### config.mk
export PLATFORM = sky130hd
export DESIGN_NAME = demux_1to4_reg_flat
export DESIGN_NICKNAME = d
export VERILOG_FILES = /design/src/rtl/demux_1to4_reg_if.sv /design/src/rtl/demux_1to4_reg.sv /design/src/flat_wrapper.sv
export SDC_FILE = /design/constraint.sdc
export NUM_CORES = 1
export LEC_CHECK = 0
export CAP_MARGIN = 30
export CORE_UTILIZATION = 45
export CTS_CLUSTER_SIZE = 40
export DETAILED_ROUTE_END_ITERATION = 8
export MAX_ROUTING_LAYER = met4
export PLACE_DENSITY_LB_ADDON = 0.12
export SYNTH_ARGS = -nofsm -noshare
export SYNTH_HDL_FRONTEND = slang
export SYNTH_SLANG_ARGS = --single-unit
### constraint.sdc
create_clock -name Clock -period 6.71 [get_ports Clock]
set_input_delay 1.0065 -clock Clock [delete_from_list [all_inputs] [get_ports Clock]]
set_output_delay 1.0065 -clock Clock [all_outputs]
set_load 0.005 [all_outputs]
### src/rtl/demux_1to4_reg_if.sv
// Bus bundle for demux_1to4_reg: one input channel and four registered output channels.
// The master drives the source and sink-ready sides; the slave is the demux itself.
interface demux_1to4_reg_if #(
   parameter int WIDTH = 24
);
   logic [WIDTH-1:0] in_data;
   logic [2:0]       Selector;
   logic             in_valid;
   logic             in_ready;
   logic [WIDTH-1:0] out0_data;
   logic [WIDTH-1:0] out1_data;
   logic [WIDTH-1:0] out2_data;
   logic [WIDTH-1:0] out3_data;
   logic [3:0]       out_valid;
   logic [3:0]       out_ready;
   logic [15:0]      accept_count;

   modport master (
      output in_data, Selector, in_valid, out_ready,
      input  in_ready, out0_data, out1_data, out2_data, out3_data, out_valid, accept_count
   );

   modport slave (
      input  in_data, Selector, in_valid, out_ready,
      output in_ready, out0_data, out1_data, out2_data, out3_data, out_valid, accept_count
   );
endinterface

### src/rtl/demux_1to4_reg.sv
// 1-to-4 demultiplexer with a one-entry holding register per destination,
// unicast or all-or-nothing broadcast, and a wrapping accepted-transfer counter.
module demux_1to4_reg #(
   parameter int WIDTH = 24
) (
   input logic              Clock,
   input logic              Reset,
   demux_1to4_reg_if.slave  bus
);
   logic [WIDTH-1:0] data_reg [4];
   logic [3:0]       valid_reg;
   logic [15:0]      count_reg;
   logic [3:0]       free;
   logic [3:0]       load;
   logic             ready_next;
   logic             xfer;

   // A slot can take new data if it is empty or is being consumed this cycle.
   assign free = ~valid_reg | bus.out_ready;

   always_comb begin
      ready_next = 1'b0;
      if (!Reset) begin
         if (bus.Selector[2])
            ready_next = &free;
         else
            ready_next = free[bus.Selector[1:0]];
      end
   end

   assign bus.in_ready = ready_next;
   assign xfer         = bus.in_valid & ready_next;

   genvar gi;
   generate
      for (gi = 0; gi < 4; gi++) begin : g_slot
         assign load[gi] = xfer & (bus.Selector[2] | (bus.Selector[1:0] == 2'(gi)));

         // Load beats drain, so a slot can be refilled in the cycle it empties.
         always_ff @(posedge Clock) begin
            if (Reset) begin
               data_reg[gi]  <= '0;
               valid_reg[gi] <= 1'b0;
            end else if (load[gi]) begin
               data_reg[gi]  <= bus.in_data;
               valid_reg[gi] <= 1'b1;
            end else if (bus.out_ready[gi]) begin
               valid_reg[gi] <= 1'b0;
            end
         end
      end
   endgenerate

   always_ff @(posedge Clock) begin
      if (Reset)
         count_reg <= '0;
      else if (xfer)
         count_reg <= count_reg + 16'd1;
   end

   assign bus.out0_data    = data_reg[0];
   assign bus.out1_data    = data_reg[1];
   assign bus.out2_data    = data_reg[2];
   assign bus.out3_data    = data_reg[3];
   assign bus.out_valid    = valid_reg;
   assign bus.accept_count = count_reg;
endmodule
### src/flat_wrapper.sv
// flat-port wrapper written by rule: the top's interface ports become plain ports
module demux_1to4_reg_flat 
#(
   parameter int WIDTH = 24
)
  (Clock, Reset, bus_in_data, bus_Selector, bus_in_valid, bus_out_ready, bus_in_ready, bus_out0_data, bus_out1_data, bus_out2_data, bus_out3_data, bus_out_valid, bus_accept_count);
  demux_1to4_reg_if #(.WIDTH(WIDTH)) bus_i ();
  input logic Clock;
  input logic Reset;
  input wire logic [$bits(bus_i.in_data)-1:0] bus_in_data;
  input wire logic [$bits(bus_i.Selector)-1:0] bus_Selector;
  input wire logic [$bits(bus_i.in_valid)-1:0] bus_in_valid;
  input wire logic [$bits(bus_i.out_ready)-1:0] bus_out_ready;
  output wire logic [$bits(bus_i.in_ready)-1:0] bus_in_ready;
  output wire logic [$bits(bus_i.out0_data)-1:0] bus_out0_data;
  output wire logic [$bits(bus_i.out1_data)-1:0] bus_out1_data;
  output wire logic [$bits(bus_i.out2_data)-1:0] bus_out2_data;
  output wire logic [$bits(bus_i.out3_data)-1:0] bus_out3_data;
  output wire logic [$bits(bus_i.out_valid)-1:0] bus_out_valid;
  output wire logic [$bits(bus_i.accept_count)-1:0] bus_accept_count;
  assign bus_i.in_data = bus_in_data;
  assign bus_i.Selector = bus_Selector;
  assign bus_i.in_valid = bus_in_valid;
  assign bus_i.out_ready = bus_out_ready;
  assign bus_in_ready = bus_i.in_ready;
  assign bus_out0_data = bus_i.out0_data;
  assign bus_out1_data = bus_i.out1_data;
  assign bus_out2_data = bus_i.out2_data;
  assign bus_out3_data = bus_i.out3_data;
  assign bus_out_valid = bus_i.out_valid;
  assign bus_accept_count = bus_i.accept_count;
  demux_1to4_reg #(.WIDTH(WIDTH)) u_core (.Clock(Clock), .Reset(Reset), .bus(bus_i));
endmodule
==> impl_metrics.csv <==
group,metric,value,unit
synth,syn-num-nets,365,
timing,min_period_over_period,65.9,%
worst_setup_path,cp_max_fo,33,
floorplan,io-pin-count,151,
grt,grt_use_total,22.2,%
synth,synthArstFlopShare,0,%
cts,clk-insertion-delay-late,0.51,ns
cts,cts_buffers,17,
worst_setup_path,crit_family,"buffers and inverters",
timing,rsz0062_at_grt,"false",
floorplan,start_util,46.8,%
synth,synthesis.area,4590,µm²
synth,synth.avg_cell_area,13.9,µm²
worst_setup_path,path_cells,"clkdlybuf4s50_1 -> or3_1 -> buf_16 -> nor2_1 -> clkdlybuf4s50_1",
cts,cts_tree,"done",
worst_setup_path,worstPathArrival,3.42,ns
final_layout,nFillCells,719,
floorplan,coreArea,9820,µm²
placement,post-dp-hpwl,7240,µm
routing,wl_per_cell,17.2,µm
power,power.density,277,nW/µm²
worst_setup_path,worst-endpoint-required,5.70,ns
floorplan,fp.dieH,103,µm
routing,vias_per_cell,4.95,
floorplan,die_x,103,µm
routing,routed_wirelength,10800,µm
grt,grt_start_max_net_pins,34,
timing,max_freq,226,MHz
final_layout,largest_reg_flops,96,
job,maxCapViolCount,0,
timing,setup_viol,0,
worst_setup_path,end_kind,"output port",
final_layout,layout-drive-gt1-share,9.07,%
synth,syn_inst,330,
worst_setup_path,startpoint_type,"input port",
placement,placed_area,6250,µm²
placement,pre_cts_slack,2.15,ns
synth,synth-seq-cells,116,
min_path,min_path_type,"reg -> reg",
synth,synth_cell_types,31,
cts,clock_sinks,116,
final_layout,final_nets,518,
timing,final_hold_viol_count,0,
routing,final_antenna_net_count,0,
floorplan,dieArea,10600,µm²
synth,synth_ff_type,"edfxtp_1",
cts,clockBufferDepth,2,
synth,yosysSeqAreaShare,71.5,%
final_layout,area_delta_synth_final,48.7,%
cts,cts.clk_slew.worst_paths,0.06,ns
timing,min_period,4.42,ns
grt,grt_pass1_vias,3069,
synth,ys.warnings.count,0,
timing,maxSlewViolCount,0,
worst_setup_path,path_class,"in -> out",
placement,port_buffers,150,
routing,first_iter_violations,134,
timing,finalSetupTns,0,ns
worst_setup_path,cp_num_buf_inv,3,
routing,vias,3113,
cts,hold_buffers,0,
grt,antenna_found_initial,0,
placement,place_congestion,0.820,
timing,worst_slack,2.29,ns
routing,first_pass_iters,5,
grt,grt_first_pass_wirelength,16300,µm
floorplan,rows,36,
worst_setup_path,cpPeakStageDelay,0.84,ns
cts,cts_max_level,4,
routing,drcViolationCount,0,
timing,worstMarginPinSlew,0.878,ns
cts,postCtsSetupRepairBufs,0,
cts,root_buffer,"clkbuf_8",
grt,overflow,0,
worst_setup_path,critPathMostFrequentCell,"clkdlybuf4s50_1",
synth,synth_edf_count,96,
final_layout,diodes,0,
final_layout,finish.utilization,69.6,%
timing,fin_worst_skew,0.0107,ns
power,leakage,2.47,nW
power,vdd_drop_max,0.206,mV
cts,ctsResizeCount,0,
timing,relSlewSlack,41.3,%
run_status,status,"finished clean",
worst_setup_path,crit_slowest_cell,"clkdlybuf4s50_1",
final_layout,fin_area,6830,µm²
-- layout by cell type, fill, tap and decap left out, drive strengths merged, types with 7 or more instances in the layout --
master / instances
edfxtp: 96
clkdlybuf4s50: 150
o31ai: 11
clkbuf: 18
and2: 96
nand4: 9
or4: 11
clkinv: 7
nand2: 7
a21oi: 15
dfxtp: 20
-- where the power goes --
part           leakage (nW)  internal [mW]  switching [mW]
clock network         0.276          0.561           0.310
registers              1.17          0.827          0.0170
logic                  1.02          0.102          0.0741
-- cell type report --
| type | count | area [µm²] | share of cell area (%) |
|---|---|---|---|
| Tap cell | 133 | 166 | 2.44 |
| Clock buffer | 18 | 418 | 6.12 |
| Timing Repair Buffer | 151 | 1530 | 22.4 |
| Multi-Input combinational cell | 193 | 1260 | 18.4 |
| Clock inverter | 14 | 163 | 2.38 |
| Sequential cell | 116 | 3280 | 48.1 |
| Inverter | 4 | 15.0 | 0.220 |
-- per-layer routing --
metal / up-vias / GRT usage (%) / wire, µm
li1: 1511 / - / -
met1: 1477 / 29.0 / 4810
met2: 117 / 33.6 / 5330
met3: 8 / 6.78 / 590
met4: 0 / 6.72 / 95
met5: - / - / 0
-- through the flow --
stage | std cells | hold WS (ns) | total power [mW]
floorplan | 330 | 0.478 | 0.904
global placement | 596 | 0.483 | 1.03
detailed placement | 597 | 0.490 | 1.04
CTS | 629 | 0.501 | 1.91
global route | 629 | 0.531 | 1.96
finish | 629 | 0.504 | 1.89
-- synthesized netlist by cell type, types with 3 or more instances --
master	number	share of area, %
nand4_1	9	1.2
nor2_1	6	0.49
nor2b_1	3	0.41
a21oi_1	14	1.5
inv_1	4	0.33
o21ai_0	3	0.33
or3_1	3	0.41
nand2_1	7	0.57
or2_2	4	0.54
and2_1	96	13
clkbuf_1	15	1.2
edfxtp_1	96	63
nand2b_1	4	0.54
dfxtp_1	20	8.7
or4_1	11	1.8
o21bai_1	4	0.65
nor3_2	3	0.65
o31ai_1	11	1.8
-- cell families after synthesis --
kind of cell,share of synthesized area (%)
flip-flops,71.5
AND/OR/NAND/NOR,20.5
AO/OA/AOI/OAI,5.56
adder cells (fa/ha/maj),0.272
multiplexers,0.490
buffers and inverters,1.77
-- path summary, 6_finish.rpt --
check | startpoint | to | depth (start not counted) | slack (ns)
worst max-delay path | Reset | bus_in_ready | 5 | 2.29
worst min-delay path | u_core.bus.accept_count[6] | u_core.bus.accept_count[6] | 2 | 0.50
worst max register to register | u_core.bus.out_valid[3] | u_core.data_reg[0][11] | 6 | 3.81
worst min register to register | u_core.bus.accept_count[6] | u_core.bus.accept_count[6] | 2 | 0.50
-- worst reg2reg max path, delay by kind of cell (launching register included) --
kind | cells | cell delay, ns
buffers and inverters | 1 | 0.23
flip-flops | 1 | 0.31
AND/OR/NAND/NOR | 5 | 2.00
No activity file was read; power rests on OpenSTA's default activity.
